### src/rtl/coder_8to3.sv
// Registered priority encoder: one-hot/multi-hot vector to binary index.
// Also flags whether any line is set and whether more than one line is set.
module coder_8to3 #(
    parameter int WIDTH        = 8,
    parameter int OUT_W        = 3,
    parameter bit MSB_PRIORITY = 1'b1
) (
    input  logic             clk,
    input  logic             rst_n,
    input  logic [WIDTH-1:0] X,
    output logic [OUT_W-1:0] Y,
    output logic             valid,
    output logic             multi
);

    logic [OUT_W-1:0] y_d,     y_q;
    logic             valid_d, valid_q;
    logic             multi_d, multi_q;
    logic             seen;

    // Priority-select the winning index; the last match in scan order wins.
    always_comb begin
        y_d = '0;
        if (MSB_PRIORITY) begin
            for (int i = 0; i < WIDTH; i++) begin
                if (X[i]) y_d = OUT_W'(i);
            end
        end else begin
            for (int i = WIDTH - 1; i >= 0; i--) begin
                if (X[i]) y_d = OUT_W'(i);
            end
        end
    end

    // Any-set and two-or-more-set flags from an OR chain, no adder.
    always_comb begin
        seen    = 1'b0;
        multi_d = 1'b0;
        for (int i = 0; i < WIDTH; i++) begin
            multi_d = multi_d | (seen & X[i]);
            seen    = seen | X[i];
        end
        valid_d = seen;
    end

    // Output register, cleared asynchronously by reset.
    always_ff @(posedge clk or negedge rst_n) begin
        if (!rst_n) begin
            y_q     <= '0;
            valid_q <= 1'b0;
            multi_q <= 1'b0;
        end else begin
            y_q     <= y_d;
            valid_q <= valid_d;
            multi_q <= multi_d;
        end
    end

    assign Y     = y_q;
    assign valid = valid_q;
    assign multi = multi_q;

endmodule

### config.mk
export PLATFORM = sky130hd
export DESIGN_NAME = coder_8to3
export DESIGN_NICKNAME = d
export VERILOG_FILES = /design/src/rtl/coder_8to3.sv
export SDC_FILE = /design/constraint.sdc
export NUM_CORES = 1
export LEC_CHECK = 0
export CELL_PAD_IN_SITES_DETAIL_PLACEMENT = 0
export CELL_PAD_IN_SITES_GLOBAL_PLACEMENT = 2
export CORE_AREA = 2 2 40 42
export CTS_BUF_LIST = sky130_fd_sc_hd__clkbuf_16
export DETAILED_ROUTE_END_ITERATION = 8
export DIE_AREA = 0 0 42 44
export PLACE_DENSITY = 0.81
export SYNTH_ARGS = -nofsm -noshare
export SYNTH_HDL_FRONTEND = slang
export SYNTH_SLANG_ARGS = --single-unit
### constraint.sdc
create_clock -name clk -period 0.8 [get_ports clk]
set_clock_uncertainty 0.05 [all_clocks]
set_input_delay 0.16 -clock clk [delete_from_list [all_inputs] [get_ports clk]]
set_output_delay 0.16 -clock clk [all_outputs]
set_load 0.01 [all_outputs]
### After elaboration in Yosys (flattened, before gate mapping)

Cells that the tools add are included.

| operators by class | value |
|---|---|
| muxes and demuxes | 7 |
| bitwise logic cells | 20 |

Operators by type and width:

| operator | number |
|---|---|
| OR 1 bit | 13 |
| two-way mux 3 bit | 4 |
| bitwise AND 1 bit | 7 |
| two-way mux 2 bit | 2 |
| two-way mux 1 bit | 1 |

| storage, ports and cells | value |
|---|---|
| register bits | 5 |
| input bits | 10 |
| output and inout port bits | 5 |
| word-level logic and storage cells | 30 |

### Longest topological paths before layout

Gate-level depths: netlist (run 1).

| logic depth | value |
|---|---|
| depth in word-level cells | 8 |
| mapped depth | 4 |
| gate-level depth less buffers | 4 |

### Worst setup path after synthesis (run 1)

No wires, ideal clock.

| timing | value |
|---|---|
| kind | input -> register |
| start | in X[2] |
| end | reg multi_q (netlist: multi) |
| setup time | 0.131 ns |
| data arrival time | 0.844 ns |
| data required time | 0.619 ns |
| slack | -0.225 ns |
| cell stages on the path | 4 |
| path buffers | 0 |
| cell sequence | nor4_4 nand2b_1 a211oi_1 o32ai_1 |

| on the way | value |
|---|---|
| cells in the longest elaborated chain, start to end | 7 |
| elaborated cells between the ends (all ways) | 17 |
| those cells by class | 17 x bitwise |

Ends and longest elaborated chain:

| what | RTL line | source |
|---|---|---|
| start, declared | 10 | `input logic [WIDTH-1:0] X,` |
| bitwise AND 1 bit or OR 1 bit (tied branches) | 40, 41 |  |
| OR 1 bit, or another cell as far along (4 in a row) | 40 | `multi_d = multi_d \| (seen & X[i]);` |
| OR 1 bit or bitwise AND 1 bit (tied branches) | 40 |  |
| OR 1 bit (*) | 40 |  |
| via multi_d | 18 | `logic multi_d, multi_q;` |
| end signal, assigned | 55 | `multi_q <= multi_d;` |
| end, declared | 18 |  |

The timed path passes the listed nets; every way through them passes the cells marked *.

### Worst setup path after layout (run 1)

| timing | value |
|---|---|
| start | in X[0] |
| end | reg multi_q (netlist: multi) |

| on the way | value |
|---|---|
| cells in the longest elaborated chain, start to end | 8 |
| elaborated cells between the ends (all ways) | 19 |
| those cells by class | 19 x bitwise |

Ends and longest elaborated chain:

| what | RTL line | source |
|---|---|---|
| OR 1 bit | 41 | `seen = seen \| X[i];` |
| bitwise AND 1 bit or OR 1 bit (tied branches) | 40, 41 |  |
| OR 1 bit, or another cell as far along (4 in a row) | 40 |  |
| OR 1 bit or bitwise AND 1 bit (tied branches) | 40 |  |
| OR 1 bit (*) | 40 |  |
| via multi_d | 18 |  |

Marked as above.

==> flow_metrics.tcl, run 1 <==
set metrics [dict create \
    root_buffer "clkbuf_16" \
    critPathKind "in -> reg" \
    syn_nets 36 \
    dieWidth_um 42 \
    critPathLaunch "X[0]" \
    final_area_sq_um 511.7 \
    place.gp.congestion 0.7258 \
    path_buf_inv 1 \
    met2_usage_pct 15.94 \
    worstPathMaxFanout 3 \
    layout.nets 60 \
    setup_violations 6 \
    htree_levels 1 \
    status "complete, but fails checks" \
    violations "negative setup slack" \
    grt_antenna_before_repair 0 \
    yosys_warnings 0 \
    initial_core_util_pct 18.08 \
    ios 15 \
    relSlewSlack_pct 83.56 \
    tightest_slew_ns 0.2448 \
    powerDensity_mw_per_mm2 2338 \
    worstPathCellList "buf_6 -> nor4_4 -> nand2b_1 -> nor3_2 -> o32ai_1" \
    hpwl_um 497.6 \
    end_kind "flop" \
    period_share_pct 116.1 \
    cts_tree "yes" \
    leakage_nw 0.2081 \
    grt_usage_pct 8.384 \
    initialDrtViolationCount 1 \
    synthAdderAreaFrac_pct 3.902 \
    row_count 14 \
    cts_buffer_depth 2 \
    place_area_sq_um 446.7 \
    ff_latch_area_sq_um 125.1 \
    cts_buffers 3 \
    synth.area.mux_share_pct 0 \
    rsz0062_at_grt "true" \
    avgSynthCellArea_sq_um 9.865 \
    critPathTopFamily "simple AND/OR/NAND/NOR gates" \
    synth_top_family_by_area "simple AND/OR/NAND/NOR gates" \
    area_growth_pct 99.51 \
    grt_use_met1_pct 5.823 \
    die_y_um 44 \
    grt_pass1_vias 282 \
    worstHoldPathType "in -> async" \
    pre_cts_ws_ns -0.7669 \
    grt_use_met3_pct 4.167 \
    synthDistinctLibCells 16 \
    report.final.slew_viol_count 0 \
    portBuffers 14 \
    cpMaxStageDelayCell "nor4_4" \
    grt_pass1_wl_mm 1.083 \
    yosys.area_share.simple_pct 32.68 \
    synth-xor-area-share_pct 0 \
    synth_compound_area_share_pct 13.17 \
    yosys_register_bits 5 \
    maxCapViolations 0 \
    max_stage_delay_ns 0.30 \
    multi_input_comb_area_sq_um 142.6 \
    ys_seq_area_share_pct 48.78 \
    post-route-drc-count 0 \
    finalWirelength_um 650 \
    worstPathRequired_ns 0.85 \
    fill_cells 145 \
    gr-total-overflow 0 \
    mostFrequentLayoutCells "buf_2, dfrtp_1, buf_4, nor2_1" \
    clock_sinks 5 \
    top_usage_layer "met2" \
    fmax_mhz 1077 \
    drt-pass1-iter-count 2 \
    vias 275 \
    dieArea_sq_mm 0.001848 \
    fin_tns_setup_ns -0.6783 \
    n_antenna_cell 0 \
    ir_drop_mv 0.7922 \
    core_region_area_sq_mm 0.001419 \
    ant_nets 0 \
    path_clk_slew_ns 0.03 \
    wl_per_cell_um 10.00 \
    synthCells 26 \
    period_needed_ns 0.9286 \
    ctsHoldBuffers 0 \
    drive_above_1_share_pct 42.86 \
    startpoint_type "input pin" \
    hold_viol 0 \
    setup_slack_ns -0.1286 \
    arrival_ns 0.97 \
    grt_max_degree 6 \
    final_common_cell "buf_2" \
    viasPerCell 4.231 \
    syn-cell-area_sq_um 256.5 \
]
-- power by group --
group | leakage (nW) | switching [W] | total, W | internal (W)
clock network | 0.0423 | 0.000158 | 0.000805 | 0.000647
logic | 0.118 | 0.0000611 | 0.000127 | 0.0000658
registers | 0.0476 | 0.00000144 | 0.000264 | 0.000263
total | 0.208 | 0.000221 | 0.00120 | 0.000975
-- synthesized netlist by cell type --
cell,n,area share [%]
nor4_1,1,2.4
nor3_1,2,3.9
nor2_1,4,5.9
inv_1,1,1.5
a211oi_1,1,2.9
o21bai_1,1,2.9
dfrtp_1,5,49
nor4_4,1,8.3
nand3_1,1,1.9
o32ai_1,1,3.4
nand2b_1,2,4.9
a21oi_1,1,1.9
nand2_1,2,2.9
maj3_1,1,3.9
nor2b_1,1,2.4
o21ai_0,1,1.9
-- final cells by class --
type | instances | share of cell area [%]
multi-input cells | 20 | 27.87
repair buffers | 19 | 27.63
flip-flops and latches | 5 | 24.45
clock buffers | 3 | 14.67
well taps | 16 | 3.912
clock inverters | 1 | 0.7335
inverters | 1 | 0.7335
-- sequential cells by signal, indices dropped and copies added, names as in the netlist --
signal / count
Y: 3
multi: 1
valid: 1
-- logic make-up (layout without fill, tap and decap cells) --
logic type / after synthesis / count (layout)
AO/OA/AOI/OAI: 5 / 5
flip-flops: 5 / 5
buffers and inverters: 1 / 24
adder cells (fa/ha/maj): 1 / 1
AND/OR/NAND/NOR: 14 / 14
-- metrics by stage --
step | utilization [%] | hold WS [ns] | cells | total power, W
after floorplan | - | -0.1856 | 26 | 0.0003029
after global placement | 31.48 | 0.3390 | 60 | 0.0004090
after detailed placement | 31.48 | 0.3437 | 60 | 0.0004087
after CTS | 36.60 | 0.1069 | 66 | 0.001216
after global routing | 36.07 | 0.1117 | 65 | 0.001256
final | 36.07 | 0.1010 | 65 | 0.001196
-- metal layers --
metal  share of wire (%)  wire, um  vias up
met2                  58       374       10
li1                    -         -      139
met4                 2.8        18        0
met1                  31       204      124
met3                 8.0        52        2
met5                   0         0        -
-- path summary, 6_finish.rpt --
check	to	cells after the start	slack, ns
setup / recovery	multi	5	-0.13
hold / removal	valid	1	0.10
max in group asynchronous	Y[1]	1	0.42
min in group clk	Y[1]	3	0.14
-- repair_timing --
item,CTS,global route
setup endpoints to repair,10,8
resized for setup,45,3
buffers inserted,3,0
gates cloned,0,0
pin swaps,4,1
Note: power is estimated with default switching activity, not from simulation.
==> inputs of run 2 (changes only) <==
--- a/config.mk
+++ b/config.mk
@@ -11,7 +11,7 @@
 export CTS_BUF_LIST = sky130_fd_sc_hd__clkbuf_16
 export DETAILED_ROUTE_END_ITERATION = 8
 export DIE_AREA = 0 0 42 44
-export PLACE_DENSITY = 0.81
+export PLACE_DENSITY = 0.82
 export SYNTH_ARGS = -nofsm -noshare
 export SYNTH_HDL_FRONTEND = slang
 export SYNTH_SLANG_ARGS = --single-unit
==> run 2 against run 1 <==
  * The flow still finishes with violations (negative setup slack)
  * Sequential power about the same
  * Die area did not move
  * Hold slack lost 0.00060 ns
  * Global-route usage increased by 0.87 points
  * First-iteration DRC count is the same
  * Combinational power grew 6%
  * Largest cell class is now buffers
  * Highest routed layer unchanged
==> flow_metrics.tcl, run 2 (synthesis gave the netlist of run 1 again) <==
set metrics [dict create \
    status "complete, but fails checks" \
    violations "negative setup slack" \
    core_region_area_sq_mm 0.001419 \
    grt_max_degree 6 \
    leakage_nw 0.2281 \
    rsz0062_at_grt "true" \
    period_needed_ns 0.9911 \
    cts_tree "yes" \
    cts_buffer_depth 2 \
    place.gp.congestion 0.6411 \
    ios 15 \
    pre_cts_ws_ns -0.7822 \
    cts_buffers 3 \
    end_kind "flop" \
    arrival_ns 1.04 \
    setup_slack_ns -0.1911 \
    fin_tns_setup_ns -0.7460 \
    setup_violations 6 \
    dieWidth_um 42 \
    fmax_mhz 1009 \
    relSlewSlack_pct 82.56 \
    tightest_slew_ns 0.2608 \
    ant_nets 0 \
    place_inst 61 \
    portBuffers 14 \
    vias 290 \
    maxCapViolations 0 \
    critPathKind "in -> reg" \
    period_share_pct 123.9 \
    critPathTopFamily "simple AND/OR/NAND/NOR gates" \
    ir_drop_mv 0.7896 \
    worstHoldPathType "in -> async" \
    grt_pass1_vias 300 \
    fill_cells 143 \
    stdcell_count 66 \
    grt_antenna_before_repair 0 \
    root_buffer "clkbuf_16" \
    drive_above_1_share_pct 48.00 \
    worstPathMaxFanout 3 \
    worstPathRequired_ns 0.85 \
    final_common_cell "buf_2" \
    worstPathCellList "buf_6 -> nor4_4 -> buf_4 -> nand2b_4 -> a211oi_2 -> o32ai_1" \
    total_power_w 0.001205 \
    area_growth_pct 106.3 \
    powerDensity_mw_per_mm2 2277 \
    path_clk_slew_ns 0.03 \
    initial_core_util_pct 18.08 \
    die_y_um 44 \
    grt_usage_pct 9.250 \
    post-route-drc-count 0 \
    layout.nets 61 \
    initialDrtViolationCount 1 \
    cpMaxStageDelayCell "nor4_4" \
    report.final.slew_viol_count 0 \
    hold_viol 0 \
    n_antenna_cell 0 \
    drt-pass1-iter-count 2 \
    largest_reg_flops 3 \
    wl_per_cell_um 9.758 \
    path_buf_inv 2 \
    htree_levels 1 \
    mostFrequentLayoutCells "buf_2, buf_4, dfrtp_1, clkbuf_16, dlygate4sd2_1" \
    grt_pass1_wl_mm 1.117 \
    max_stage_delay_ns 0.30 \
    dieArea_sq_mm 0.001848 \
    viasPerCell 4.394 \
    row_count 14 \
    fin_util_pct 37.30 \
    finalWirelength_um 644 \
    startpoint_type "input pin" \
    clock_sinks 5 \
    hpwl_um 516.7 \
    gr-total-overflow 0 \
    ctsHoldBuffers 0 \
]
==> run 2: cell types whose count changed in the layout (fill, tap and decap cells not counted), sizes merged <==
cell           change
clkdlybuf4s15      -1
dlymetal6s2s       +1
buf                +1
==> run 2: metrics by stage <==
stage | area (sq um) | hold WS (ns)
global placement | 454.2 | 0.3401
CTS | 524.3 | 0.09798
finish | 529.3 | 0.1004
detailed placement | 454.2 | 0.3434
floorplan | 256.5 | -0.1856
global route | 529.3 | 0.1113
==> run 2: power by group <==
part	switching [W]	internal, W	leakage [nW]	total [W]
registers	0.00000150	0.000263	0.0476	0.000265
logic	0.0000622	0.0000723	0.138	0.000135
clock network	0.000160	0.000647	0.0423	0.000806
==> run 2: path summary, 6_finish.rpt <==
check / start / to / slack (ns) / depth (start not counted)
max in group asynchronous: rst_n / Y[1] / 0.41 / 1
worst max-delay path: X[0] / multi / -0.19 / 6
min in group clk: X[0] / valid / 0.10 / 3
worst min-delay path: rst_n / Y[0] / 0.10 / 1
==> run 2: what timing repair did <==
item	CTS	global route
setup endpoints to repair	10	10
resized for setup	47	2
buffers inserted	1	0
pin swaps	3	1
==> run 2: per-layer routing <==
metal	routed length (um)	global-route usage (%)	part of all wire (%)
met2	345	15.94	54
met5	0	0	0
met4	40	13.55	6.2
met3	67	4.167	10
met1	191	6.061	30
==> run 2: area by class of cell <==
type                            instances  area [sq um]  area share, %
Clock buffer                            3         75.07          14.18
Clock inverter                          1         3.754         0.7092
Inverter                                1         3.754         0.7092
Multi-Input combinational cell         20         150.1          28.37
Sequential cell                         5         125.1          23.64
Tap cell                               16         20.02          3.783
Timing Repair Buffer                   20         151.4          28.61
==> inputs of run 3 (changes only) <==
--- a/config.mk
+++ b/config.mk
@@ -11,6 +11,7 @@
 export CTS_BUF_LIST = sky130_fd_sc_hd__clkbuf_16
 export DETAILED_ROUTE_END_ITERATION = 8
 export DIE_AREA = 0 0 42 44
+export GPL_ROUTABILITY_DRIVEN = 0
 export PLACE_DENSITY = 0.82
 export SYNTH_ARGS = -nofsm -noshare
 export SYNTH_HDL_FRONTEND = slang
==> constraint.sdc (replaced) <==
create_clock -name clk -period 1.29 [get_ports clk]
set_clock_uncertainty 0.05 [all_clocks]
set_input_delay 0.258 -clock clk [delete_from_list [all_inputs] [get_ports clk]]
set_output_delay 0.258 -clock clk [all_outputs]
set_load 0.01 [all_outputs]
==> run 3 against run 2 <==
  * Largest cell class unchanged
  * Largest power group unchanged
  * Highest routed layer is now met3
  * Final cell count is the same
  * Setup slack improved by 0.30 ns
  * Flip-flop and latch count unchanged
  * The run now ends clean
  * Hold slack improved by 0.10 ns
  * Combinational power shrank 35%
  * Die area unchanged
  * Sequential power fell by 38%
  * Utilization is 1.6 points higher
  * Sequential share of layout area down 0.96 points
==> flow_metrics.tcl, run 3 (synthesis gave the netlist of run 1 again) <==
set metrics [dict create \
    maxCapViolations 0 \
    total_power_w 0.0007495 \
    arrival_ns 1.26 \
    root_buffer "clkbuf_16" \
    drt-pass1-iter-count 2 \
    fill_cells 146 \
    ctsHoldBuffers 0 \
    period_needed_ns 1.186 \
    critPathTopFamily "buffers and inverters" \
    gr-total-overflow 0 \
    grt_pass1_wl_mm 1.331 \
    row_count 14 \
    period_share_pct 91.92 \
    n_antenna_cell 0 \
    ant_nets 0 \
    worstPathMaxFanout 3 \
    cts_buffers 3 \
    critPathKind "in -> reg" \
    max_stage_delay_ns 0.51 \
    finalHoldWorstSlack_ns 0.2021 \
    setup_slack_ns 0.1043 \
    multi_input_comb_area_sq_um 161.4 \
    portBuffers 14 \
    report.final.slew_viol_count 0 \
    status "finished, final reports clean" \
    ff_latch_area_sq_um 125.1 \
    grt_max_degree 6 \
    finalWirelength_um 707 \
    worstPathRequired_ns 1.36 \
    worstHoldPathType "in -> async" \
    grt_antenna_before_repair 0 \
    dieWidth_um 42 \
    tightest_slew_ns 0.3462 \
    htree_levels 1 \
    leakage_nw 0.2160 \
    end_kind "flop" \
    area_growth_pct 115.1 \
    cts_buffer_depth 2 \
    post-route-drc-count 0 \
    worstPathCellList "clkdlybuf4s50_1 -> nor2b_2 -> nor4_2 -> o32ai_2" \
    path_buf_inv 1 \
    setup_violations 0 \
    viasPerCell 4.273 \
    relSlewSlack_pct 76.75 \
    wl_per_cell_um 10.71 \
    grt_usage_pct 10.29 \
    pre_cts_ws_ns -0.4308 \
    startpoint_type "input pin" \
    largest_reg_flops 3 \
    mostFrequentLayoutCells "dlygate4sd2_1, buf_4, dfrtp_1, clkdlybuf4s50_1, nor2_1" \
    core_region_area_sq_mm 0.001419 \
    layout.nets 61 \
    cpMaxStageDelayCell "clkdlybuf4s50_1" \
    die_y_um 44 \
    ios 15 \
    powerDensity_mw_per_mm2 1358 \
    dieArea_sq_mm 0.001848 \
    grt_pass1_vias 275 \
    fmax_mhz 843.4 \
    initialDrtViolationCount 2 \
    fin_tns_setup_ns 0 \
    initial_core_util_pct 18.08 \
    cts_tree "yes" \
    path_clk_slew_ns 0.03 \
    ir_drop_mv 0.2840 \
    hold_viol 0 \
    drive_above_1_share_pct 38.00 \
    vias 282 \
    clock_sinks 5 \
]
[run 3: cell count changes in the layout (fill, tap and decap cells not counted), moves of 2 or more]
cell             change
clkdlybuf4s50_1      +4
nor2_2               -2
dlygate4sd2_1        +3
clkbuf_2             +3
buf_6                -2
buf_2                -7
nor2_1               +2
[run 3: layout make-up]
class	instances	share of cell area, %
Tap cell	16	3.628
Sequential cell	5	22.68
Clock inverter	1	0.6803
Timing Repair Buffer	20	29.48
Clock buffer	3	13.61
Multi-Input combinational cell	20	29.25
Inverter	1	0.6803
[run 3: how the worst max path moves through the flow]
stage,from,to,depth (start not counted)
after floorplan,X[2],multi,4
after global placement,X[2],multi,5
after detailed placement,X[2],multi,5
after CTS,X[0],multi,5
after global routing,X[7],multi,4
final,X[7],multi,4
[run 3: metrics by stage]
| stage | utilization [%] | std cells | cell area (sq um) |
|---|---|---|---|
| after CTS | 37.65 | 66 | 534.3 |
| after detailed placement | 32.01 | 61 | 454.2 |
| final | 38.89 | 66 | 551.8 |
| after global routing | 38.89 | 66 | 551.8 |
| after floorplan | - | 26 | 256.5 |
| after global placement | 32.01 | 61 | 454.2 |
[run 3: layer usage]
layer / routed length, um / global-route usage [%] / vias up
met5: 0 / 0 / -
met2: 382 / 15.94 / 12
met4: 0 / 7.742 / 0
met3: 54 / 4.167 / 0
met1: 270 / 11.34 / 130
li1: - / - / 140
[run 3: what timing repair did]
action | in CTS | in global routing
endpoints found under the setup margin | 6 | 1
setup buffers | 1 | 0
pin swaps | 1 | 4
hold endpoints to repair | 0 | 0
resized for setup | 10 | 11
[run 3: where the power goes]
| group | internal (W) | switching (W) | leakage (nW) |
|---|---|---|---|
| Sequential | 0.000163 | 0.00000102 | 0.0476 |
| Clock | 0.000401 | 0.0000968 | 0.0423 |
| Combinational | 0.0000468 | 0.0000408 | 0.126 |
| Total | 0.000611 | 0.000139 | 0.216 |
